===== config.mk =====
export PLATFORM = sky130hd
export DESIGN_NAME = ip_hdr_check
export DESIGN_NICKNAME = d
export VERILOG_FILES = /design/src/rtl/ip_pkg.sv /design/src/rtl/csum16_acc.sv /design/src/rtl/ip_hdr_check.sv
export SDC_FILE = /design/constraint.sdc
export NUM_CORES = 1
export LEC_CHECK = 0
export CAP_MARGIN = 0
export CORE_UTILIZATION = 28
export DETAILED_ROUTE_END_ITERATION = 6
export MAX_ROUTING_LAYER = met4
export SLEW_MARGIN = 5
export SYNTH_ARGS = -nofsm -noshare
export SYNTH_HDL_FRONTEND = slang
export SYNTH_SLANG_ARGS = --single-unit
export TNS_END_PERCENT = 10

===== constraint.sdc =====
create_clock -name clk -period 5.2 [get_ports clk]
set_clock_uncertainty 0.05 [all_clocks]
set_input_delay 1.04 -clock clk [delete_from_list [all_inputs] [get_ports clk]]
set_output_delay 1.04 -clock clk [all_outputs]
set_load 0.01 [all_outputs]

===== src/rtl/ip_pkg.sv =====
// ip_pkg: shared definitions for the IPv4 header checker.
//   - error codes reported on hdr_err
//   - FSM state encoding
//   - fixed header field offsets and constants
//   - captured header field record
//   - one ones'-complement add step with end-around carry
package ip_pkg;

    typedef enum logic [2:0] {
        IP_ERR_NONE  = 3'd0,
        IP_ERR_VER   = 3'd1,
        IP_ERR_CSUM  = 3'd2,
        IP_ERR_TRUNC = 3'd3,
        IP_ERR_DST   = 3'd4
    } ip_err_e;

    typedef enum logic [1:0] {
        ST_IDLE,
        ST_HDR,
        ST_PAYLOAD,
        ST_DROP
    } ip_state_e;

    localparam logic [3:0]  IP_VERSION  = 4'd4;
    localparam logic [3:0]  IHL_MIN     = 4'd5;

    localparam logic [15:0] OFF_TLEN_HI = 16'd2;
    localparam logic [15:0] OFF_TLEN_LO = 16'd3;
    localparam logic [15:0] OFF_PROTO   = 16'd9;
    localparam logic [15:0] OFF_SRC     = 16'd12;
    localparam logic [15:0] OFF_DST     = 16'd16;
    localparam logic [15:0] OFF_FIX_END = 16'd20;  // first byte after the fixed header

    typedef struct packed {
        logic [7:0]  proto;
        logic [15:0] total_len;
        logic [31:0] src;
        logic [31:0] dst;
    } ip_fields_t;

    // acc + term with the carry out of bit 15 wrapped back into bit 0.
    // Both inputs are <= 16'hFFFF, so the wrapped result never carries again.
    function automatic logic [15:0] csum_add(input logic [15:0] acc, input logic [15:0] term);
        logic [16:0] t;
        t = {1'b0, acc} + {1'b0, term};
        return t[15:0] + {15'd0, t[16]};
    endfunction

endpackage


===== src/rtl/csum16_acc.sv =====
// csum16_acc: byte-serial ones'-complement accumulator.
//   clk   in   clock
//   rst   in   asynchronous active-low reset
//   clr   in   restart at 0 with even phase (a byte with en in the same cycle
//              is added as the first, even-offset byte)
//   en    in   add data this cycle
//   data  in   8-bit byte
//   sum   out  17-bit accumulator; the carry is folded on every add, so bit 16 stays 0
// Even-offset bytes are the high half of a 16-bit word, odd-offset bytes the low half.
module csum16_acc
    import ip_pkg::*;
(
    input  logic        clk,
    input  logic        rst,
    input  logic        clr,
    input  logic        en,
    input  logic [7:0]  data,
    output logic [16:0] sum
);

    logic [15:0] acc_q, acc_d;
    logic        odd_q, odd_d;
    logic [15:0] base;
    logic        phase;

    always_comb begin
        base  = clr ? 16'd0 : acc_q;
        phase = clr ? 1'b0  : odd_q;
        acc_d = base;
        odd_d = phase;
        if (en) begin
            acc_d = csum_add(base, phase ? {8'h00, data} : {data, 8'h00});
            odd_d = ~phase;
        end
    end

    always_ff @(posedge clk or negedge rst) begin
        if (!rst) begin
            acc_q <= 16'd0;
            odd_q <= 1'b0;
        end else begin
            acc_q <= acc_d;
            odd_q <= odd_d;
        end
    end

    assign sum = {1'b0, acc_q};

endmodule


===== src/rtl/ip_hdr_check.sv =====
// ip_hdr_check: IPv4 header checker between the MAC deframer and the UDP parser.
// Checks version/IHL, header checksum, total length and destination address,
// publishes the header fields, and forwards the payload trimmed to total_len.
//   clk, rst               clock; asynchronous active-low reset
//   rx_valid/data/sof/eof  input byte stream (gaps allowed, no backpressure)
//   hdr_done               1-cycle verdict pulse
//   hdr_ok, hdr_err        verdict and error code, valid with hdr_done
//   ip_proto, ip_total_len, ip_src, ip_dst   fields, held until the next hdr_done
//   pl_valid, pl_data, pl_last               payload stream, 1-cycle latency
module ip_hdr_check
    import ip_pkg::*;
#(
    parameter logic [31:0] LOCAL_IP   = 32'hC0A8_00C7,
    parameter bit          DST_FILTER = 1'b1
) (
    input  logic        clk,
    input  logic        rst,
    input  logic        rx_valid,
    input  logic [7:0]  rx_data,
    input  logic        rx_sof,
    input  logic        rx_eof,
    output logic        hdr_done,
    output logic        hdr_ok,
    output logic [2:0]  hdr_err,
    output logic [7:0]  ip_proto,
    output logic [15:0] ip_total_len,
    output logic [31:0] ip_src,
    output logic [31:0] ip_dst,
    output logic        pl_valid,
    output logic [7:0]  pl_data,
    output logic        pl_last
);

    ip_state_e   state_q, state_d;
    logic [15:0] cnt_q, cnt_d;          // offset of the byte arriving next
    logic [15:0] hdr_len_q, hdr_len_d;
    ip_fields_t  wk_q, wk_d;            // fields of the packet in flight
    ip_fields_t  pub_q, pub_d;          // fields published at hdr_done
    logic        hdr_done_q, hdr_done_d;
    logic        hdr_ok_q, hdr_ok_d;
    ip_err_e     hdr_err_q, hdr_err_d;
    logic        pl_valid_q, pl_valid_d;
    logic [7:0]  pl_data_q, pl_data_d;
    logic        pl_last_q, pl_last_d;

    logic        csum_clr, csum_en;
    logic [16:0] csum_sum;
    logic [15:0] csum_fin;
    logic        hdr_last, pl_end;

    csum16_acc u_csum (
        .clk  (clk),
        .rst  (rst),
        .clr  (csum_clr),
        .en   (csum_en),
        .data (rx_data),
        .sum  (csum_sum)
    );

    always_comb begin
        state_d    = state_q;
        cnt_d      = cnt_q;
        hdr_len_d  = hdr_len_q;
        wk_d       = wk_q;
        pub_d      = pub_q;
        hdr_done_d = 1'b0;
        hdr_ok_d   = hdr_ok_q;
        hdr_err_d  = hdr_err_q;
        pl_valid_d = 1'b0;
        pl_data_d  = pl_data_q;
        pl_last_d  = 1'b0;
        csum_clr   = 1'b0;
        csum_en    = 1'b0;

        hdr_last = (cnt_q == hdr_len_q - 16'd1);
        pl_end   = (cnt_q == wk_q.total_len - 16'd1);
        // The last header byte always sits at an odd offset (hdr_len is a
        // multiple of 4), so it is the low half of the final word.
        csum_fin = csum_add(csum_add(csum_sum[15:0], {15'd0, csum_sum[16]}), {8'h00, rx_data});

        if (rx_valid && rx_sof) begin
            // sof restarts from any state; an unfinished packet is abandoned silently
            csum_clr  = 1'b1;
            csum_en   = 1'b1;
            cnt_d     = 16'd1;
            wk_d      = '0;
            hdr_len_d = {10'd0, rx_data[3:0], 2'b00};
            if (rx_data[7:4] != IP_VERSION || rx_data[3:0] < IHL_MIN) begin
                hdr_done_d = 1'b1;
                hdr_ok_d   = 1'b0;
                hdr_err_d  = IP_ERR_VER;
                pub_d      = wk_d;
                state_d    = rx_eof ? ST_IDLE : ST_DROP;
            end else if (rx_eof) begin
                hdr_done_d = 1'b1;
                hdr_ok_d   = 1'b0;
                hdr_err_d  = IP_ERR_TRUNC;
                pub_d      = wk_d;
                state_d    = ST_IDLE;
            end else begin
                state_d = ST_HDR;
            end
        end else if (rx_valid) begin
            case (state_q)
                ST_HDR: begin
                    csum_en = 1'b1;
                    cnt_d   = cnt_q + 16'd1;
                    if (cnt_q == OFF_TLEN_HI) wk_d.total_len[15:8] = rx_data;
                    if (cnt_q == OFF_TLEN_LO) wk_d.total_len[7:0]  = rx_data;
                    if (cnt_q == OFF_PROTO)   wk_d.proto           = rx_data;
                    if (cnt_q >= OFF_SRC && cnt_q < OFF_DST)
                        wk_d.src = {wk_q.src[23:0], rx_data};
                    if (cnt_q >= OFF_DST && cnt_q < OFF_FIX_END)
                        wk_d.dst = {wk_q.dst[23:0], rx_data};

                    if (hdr_last) begin
                        hdr_done_d = 1'b1;
                        hdr_ok_d   = 1'b0;
                        pub_d      = wk_d;
                        if (csum_fin != 16'hFFFF)
                            hdr_err_d = IP_ERR_CSUM;
                        else if (wk_d.total_len < hdr_len_q)
                            hdr_err_d = IP_ERR_VER;
                        else if (DST_FILTER && wk_d.dst != LOCAL_IP)
                            hdr_err_d = IP_ERR_DST;
                        else begin
                            hdr_err_d = IP_ERR_NONE;
                            hdr_ok_d  = 1'b1;
                        end
                        // a frame ending on its last header byte has nothing left to drop
                        if (rx_eof)
                            state_d = ST_IDLE;
                        else if (hdr_ok_d && wk_d.total_len != hdr_len_q)
                            state_d = ST_PAYLOAD;
                        else
                            state_d = ST_DROP;
                    end else if (rx_eof) begin
                        hdr_done_d = 1'b1;
                        hdr_ok_d   = 1'b0;
                        hdr_err_d  = IP_ERR_TRUNC;
                        pub_d      = wk_d;
                        state_d    = ST_IDLE;
                    end
                end
                ST_PAYLOAD: begin
                    cnt_d      = cnt_q + 16'd1;
                    pl_valid_d = 1'b1;
                    pl_data_d  = rx_data;
                    // short frames mark their final byte as last
                    pl_last_d  = pl_end || rx_eof;
                    if (rx_eof)
                        state_d = ST_IDLE;
                    else if (pl_end)
                        state_d = ST_DROP;
                end
                ST_DROP: begin
                    if (rx_eof) state_d = ST_IDLE;
                end
                default: ;
            endcase
        end
    end

    always_ff @(posedge clk or negedge rst) begin
        if (!rst) begin
            state_q    <= ST_IDLE;
            cnt_q      <= 16'd0;
            hdr_len_q  <= 16'd0;
            wk_q       <= '0;
            pub_q      <= '0;
            hdr_done_q <= 1'b0;
            hdr_ok_q   <= 1'b0;
            hdr_err_q  <= IP_ERR_NONE;
            pl_valid_q <= 1'b0;
            pl_data_q  <= 8'd0;
            pl_last_q  <= 1'b0;
        end else begin
            state_q    <= state_d;
            cnt_q      <= cnt_d;
            hdr_len_q  <= hdr_len_d;
            wk_q       <= wk_d;
            pub_q      <= pub_d;
            hdr_done_q <= hdr_done_d;
            hdr_ok_q   <= hdr_ok_d;
            hdr_err_q  <= hdr_err_d;
            pl_valid_q <= pl_valid_d;
            pl_data_q  <= pl_data_d;
            pl_last_q  <= pl_last_d;
        end
    end

    assign hdr_done     = hdr_done_q;
    assign hdr_ok       = hdr_ok_q;
    assign hdr_err      = hdr_err_q;
    assign ip_proto     = pub_q.proto;
    assign ip_total_len = pub_q.total_len;
    assign ip_src       = pub_q.src;
    assign ip_dst       = pub_q.dst;
    assign pl_valid     = pl_valid_q;
    assign pl_data      = pl_data_q;
    assign pl_last      = pl_last_q;

endmodule


==> results.toml <==
[outcome]
outcome = "complete, no violations"

[timing]
hold_ws_ps = 425
totalNegativeSetupSlack_ps = 0
rsz0062_at_grt = "no"
timing_max_transition_violations_final = 0
report.final.hold_viol_count = 0
max_clock_freq_mhz = 216
timing.slew.headroom_pct = 23.1
worst_pin_slew_ps = 1150
timing.final.ws_setup_ps = 566
finalCritPeriodShare_pct = 89.1
finalCriticalPeriod_ps = 4630
setup_violations = 0

[global_routing]
number_of_global_route_vias_before_repair = 10700
antenna_found_initial = 1
grt_pass1_wl_microns = 61000
grt_start_max_net_pins = 180
grt-busiest-layer = "met2"
globalRouteMet1Util_pct = 21.9
gr-usage-all-layers_pct = 16.6
met3_usage_pct = 2.43
global_route.overflow_total = 0
met2_grt_util_pct = 26.8

[cells_and_area]
fin_area_sq_um = 15900
most_frequent_cells_in_the_layout = "sky130_fd_sc_hd__dfrtp_1 (230), sky130_fd_sc_hd__nand2_1 (221), sky130_fd_sc_hd__clkdlybuf4s50_1 (114), sky130_fd_sc_hd__o31ai_1 (97), sky130_fd_sc_hd__mux2i_1 (91)"
multiInputGateArea_sq_um = 6770
instances_no_fill = 2097
n_fill_cell = 4669
flow.area_growth_from_synthesis_pct = 22.7
final_common_cell = "sky130_fd_sc_hd__dfrtp_1"
post_route_cells_drive_above_1_share_pct = 8.96
final_net_count = 1535
area_occupied_by_registers_sq_um = 5760
postLayoutCoreUtil_pct = 34.9

[placed_design]
place.detailed.hpwl_microns = 26900
postPlaceCellArea_sq_um = 15100
port_buffers = 115
gp_routability_congestion = 0.898
dp_slack_ps = 45.4
dpl.cell_count = 2051

[power_and_ir_drop]
power_density_nw_per_um2 = 422
total_leakage_power_nw = 7.37
p_total_mw = 6.70
peakVddDrop_mv = 0.263

[clocking]
cts_tree = "yes"
cts.sink_count = 230
clk_pin_slew_worst_paths_ps = 60
cts_resized = 0
worst_skew_pair.late_latency_ps = 550
cts-root-to-sink-buffers = 3
cts_root_buf = "sky130_fd_sc_hd__clkbuf_16"
cts.hold.buffers_added = 0
number_of_buffers_created_by_cts = 26
post_cts.repair.setup_buffers = 0
cts.htree.levels = 1

[setup_path]
req_time_crit_path_ps = 5580
worst_path_dominant_cell_family = "simple AND/OR/NAND/NOR gates"
timing.critical_path.arrival_ps = 5010
timing.critical_path.to_type = "register"
cell_at_the_slowest_stage_of_the_critical_path = "sky130_fd_sc_hd__or4_1"
cp.buffers_inverters = 2
setup.worst_path.start_class = "primary input"
critical_path.max_stage_delay_ps = 540
path_common_cell = "sky130_fd_sc_hd__ha_1"
cp_max_fo = 2
critical_path_class = "primary input to register"
critical_path.cell_chain = "clkdlybuf4s50_1, ha_1, inv_1, fa_1, nor2b_1, o31a_1, o41a_1, nor2_1, nor2_1, ha_1, ha_1, nand2_1, or4_1, xnor3_1, o22a_1, or4_1, nand4_1, a21bo_1"

[die]
effective_utilization_at_floorplan_pct = 28.5
die_w_microns = 217
floorplan.rows = 78
fp.dieH_microns = 217
ios = 116
die_area_sq_um = 47100
core_footprint_sq_um = 45500

[detailed_routing]
detail_route.drc_violations = 0
drt_iter0_markers = 734
avgRoutedWirePerCell_microns = 18.4
drt-vias-per-instance = 5.17
drt_pass1_iterations = 5
detail_route.wirelength_microns = 38600
route.vias.total = 10800
antenna_left = 0

[logic_synthesis]
synth-edff-count = 0
synthesis.area_per_instance_sq_um = 9.50
async_set_or_reset_register_ratio_after_synthesis_pct = 100
synth_area_sq_um = 12900
synth.ff_latch_count = 230
yosys_warnings = 0
yosys_most_used_dff = "sky130_fd_sc_hd__dfrtp_1"
synthesis.instances = 1362
yosys.cell_types.count = 72
yosysSeqAreaShare_pct = 44.5
synth_fp_nets = 1418

[flow_run]
drv.max_cap_violation_count = 0

[worst_hold_path]
hp-class = "register to register"
-- cell type report --
type,instances,share of cell area [%]
Antenna cell,1,0.0158
Clock buffer,35,4.56
Clock inverter,10,0.473
Inverter,24,0.567
Multi-Input combinational cell,1014,42.7
Sequential cell,230,36.3
Tap cell,600,4.73
Timing Repair Buffer,183,10.7
-- worst min-delay path, stage by stage, from the launching register on --
cell and delay (ps):
sky130_fd_sc_hd__dfrtp_1 340, sky130_fd_sc_hd__nand2_1 50, sky130_fd_sc_hd__o31ai_1 50
-- power breakdown --
part / total (mW) / switching (mW) / internal [mW]
sequential: 2.30 / 0.297 / 2.01
clock: 1.73 / 0.750 / 0.979
combinational: 2.67 / 1.51 / 1.15
-- layer usage --
metal,vias up,wire [microns]
met1,5366,17400
met4,0,845
met5,-,0
li1,5147,-
met2,284,18300
met3,51,2110
-- state kept, by name (all words and copies together) (netlist names) --
name and cells:
u_csum.odd_q 1, ip_total_len 16, hdr_done 1, ip_src 32, ip_proto 8, state_q 2, u_csum.acc_q 16, pl_last 1
hdr_len_q 4, hdr_ok 1, wk_q 88, pl_data 8, pl_valid 1, ip_dst 32, cnt_q 16, hdr_err 3
-- final timing paths --
kind	start	end	slack [ps]	cells after the start
hold / removal	ip_total_len[6]	ip_total_len[6]	420	2
setup reg to reg	cnt_q[12]	state_q[0]	750	15
max in group asynchronous	rst	wk_q[50]	3560	2
min in group asynchronous	rst	wk_q[18]	470	1
hold reg to reg	ip_total_len[6]	ip_total_len[6]	420	2
setup / recovery	rx_data[0]	state_q[0]	570	18
-- cells by family after synthesis --
| family | count (synthesis) | share of synthesized area (%) |
|---|---|---|
| AOI/OAI and AO/OA | 334 | 18.2 |
| xor gates and xnor gates | 71 | 4.91 |
| adders and majority gates | 43 | 4.27 |
| buffers and inverters | 118 | 3.53 |
| DFF | 230 | 44.5 |
| muxes | 93 | 7.21 |
| and+or+nand+nor | 473 | 17.5 |
-- cell usage after synthesis, types with 5 or more instances --
library cell	count	area [sq um]
sky130_fd_sc_hd__nand2_1	221	830
sky130_fd_sc_hd__nor3_1	19	95.1
sky130_fd_sc_hd__or3_1	7	43.8
sky130_fd_sc_hd__a31oi_1	8	50.1
sky130_fd_sc_hd__a32o_1	8	80.1
sky130_fd_sc_hd__nand4_1	17	106
sky130_fd_sc_hd__and2_1	24	150
sky130_fd_sc_hd__clkbuf_1	83	312
sky130_fd_sc_hd__a21oi_1	36	180
sky130_fd_sc_hd__nor2b_1	11	68.8
sky130_fd_sc_hd__and3_1	13	81.3
sky130_fd_sc_hd__a21o_1	11	82.6
sky130_fd_sc_hd__nand3_1	28	140
sky130_fd_sc_hd__nor4_1	11	68.8
sky130_fd_sc_hd__xnor2_1	32	280
sky130_fd_sc_hd__buf_1	5	18.8
sky130_fd_sc_hd__nand2b_1	7	43.8
sky130_fd_sc_hd__a211oi_1	7	52.6
sky130_fd_sc_hd__or4_1	8	60.1
sky130_fd_sc_hd__inv_1	22	82.6
sky130_fd_sc_hd__buf_2	5	25.0
sky130_fd_sc_hd__nand4b_1	5	43.8
sky130_fd_sc_hd__o21ai_0	68	340
sky130_fd_sc_hd__o211ai_1	5	37.5
sky130_fd_sc_hd__or2_2	5	31.3
sky130_fd_sc_hd__o31ai_1	97	728
sky130_fd_sc_hd__mux2i_1	91	911
sky130_fd_sc_hd__o21a_1	10	75.1
sky130_fd_sc_hd__o21ai_1	5	25.0
sky130_fd_sc_hd__dfrtp_1	230	5760
sky130_fd_sc_hd__nor2_1	71	267
sky130_fd_sc_hd__ha_1	41	513
sky130_fd_sc_hd__a22o_1	49	429
sky130_fd_sc_hd__xor2_1	38	333
sky130_fd_sc_hd__nor3b_1	7	52.6
(Power assumes the default switching activity.)
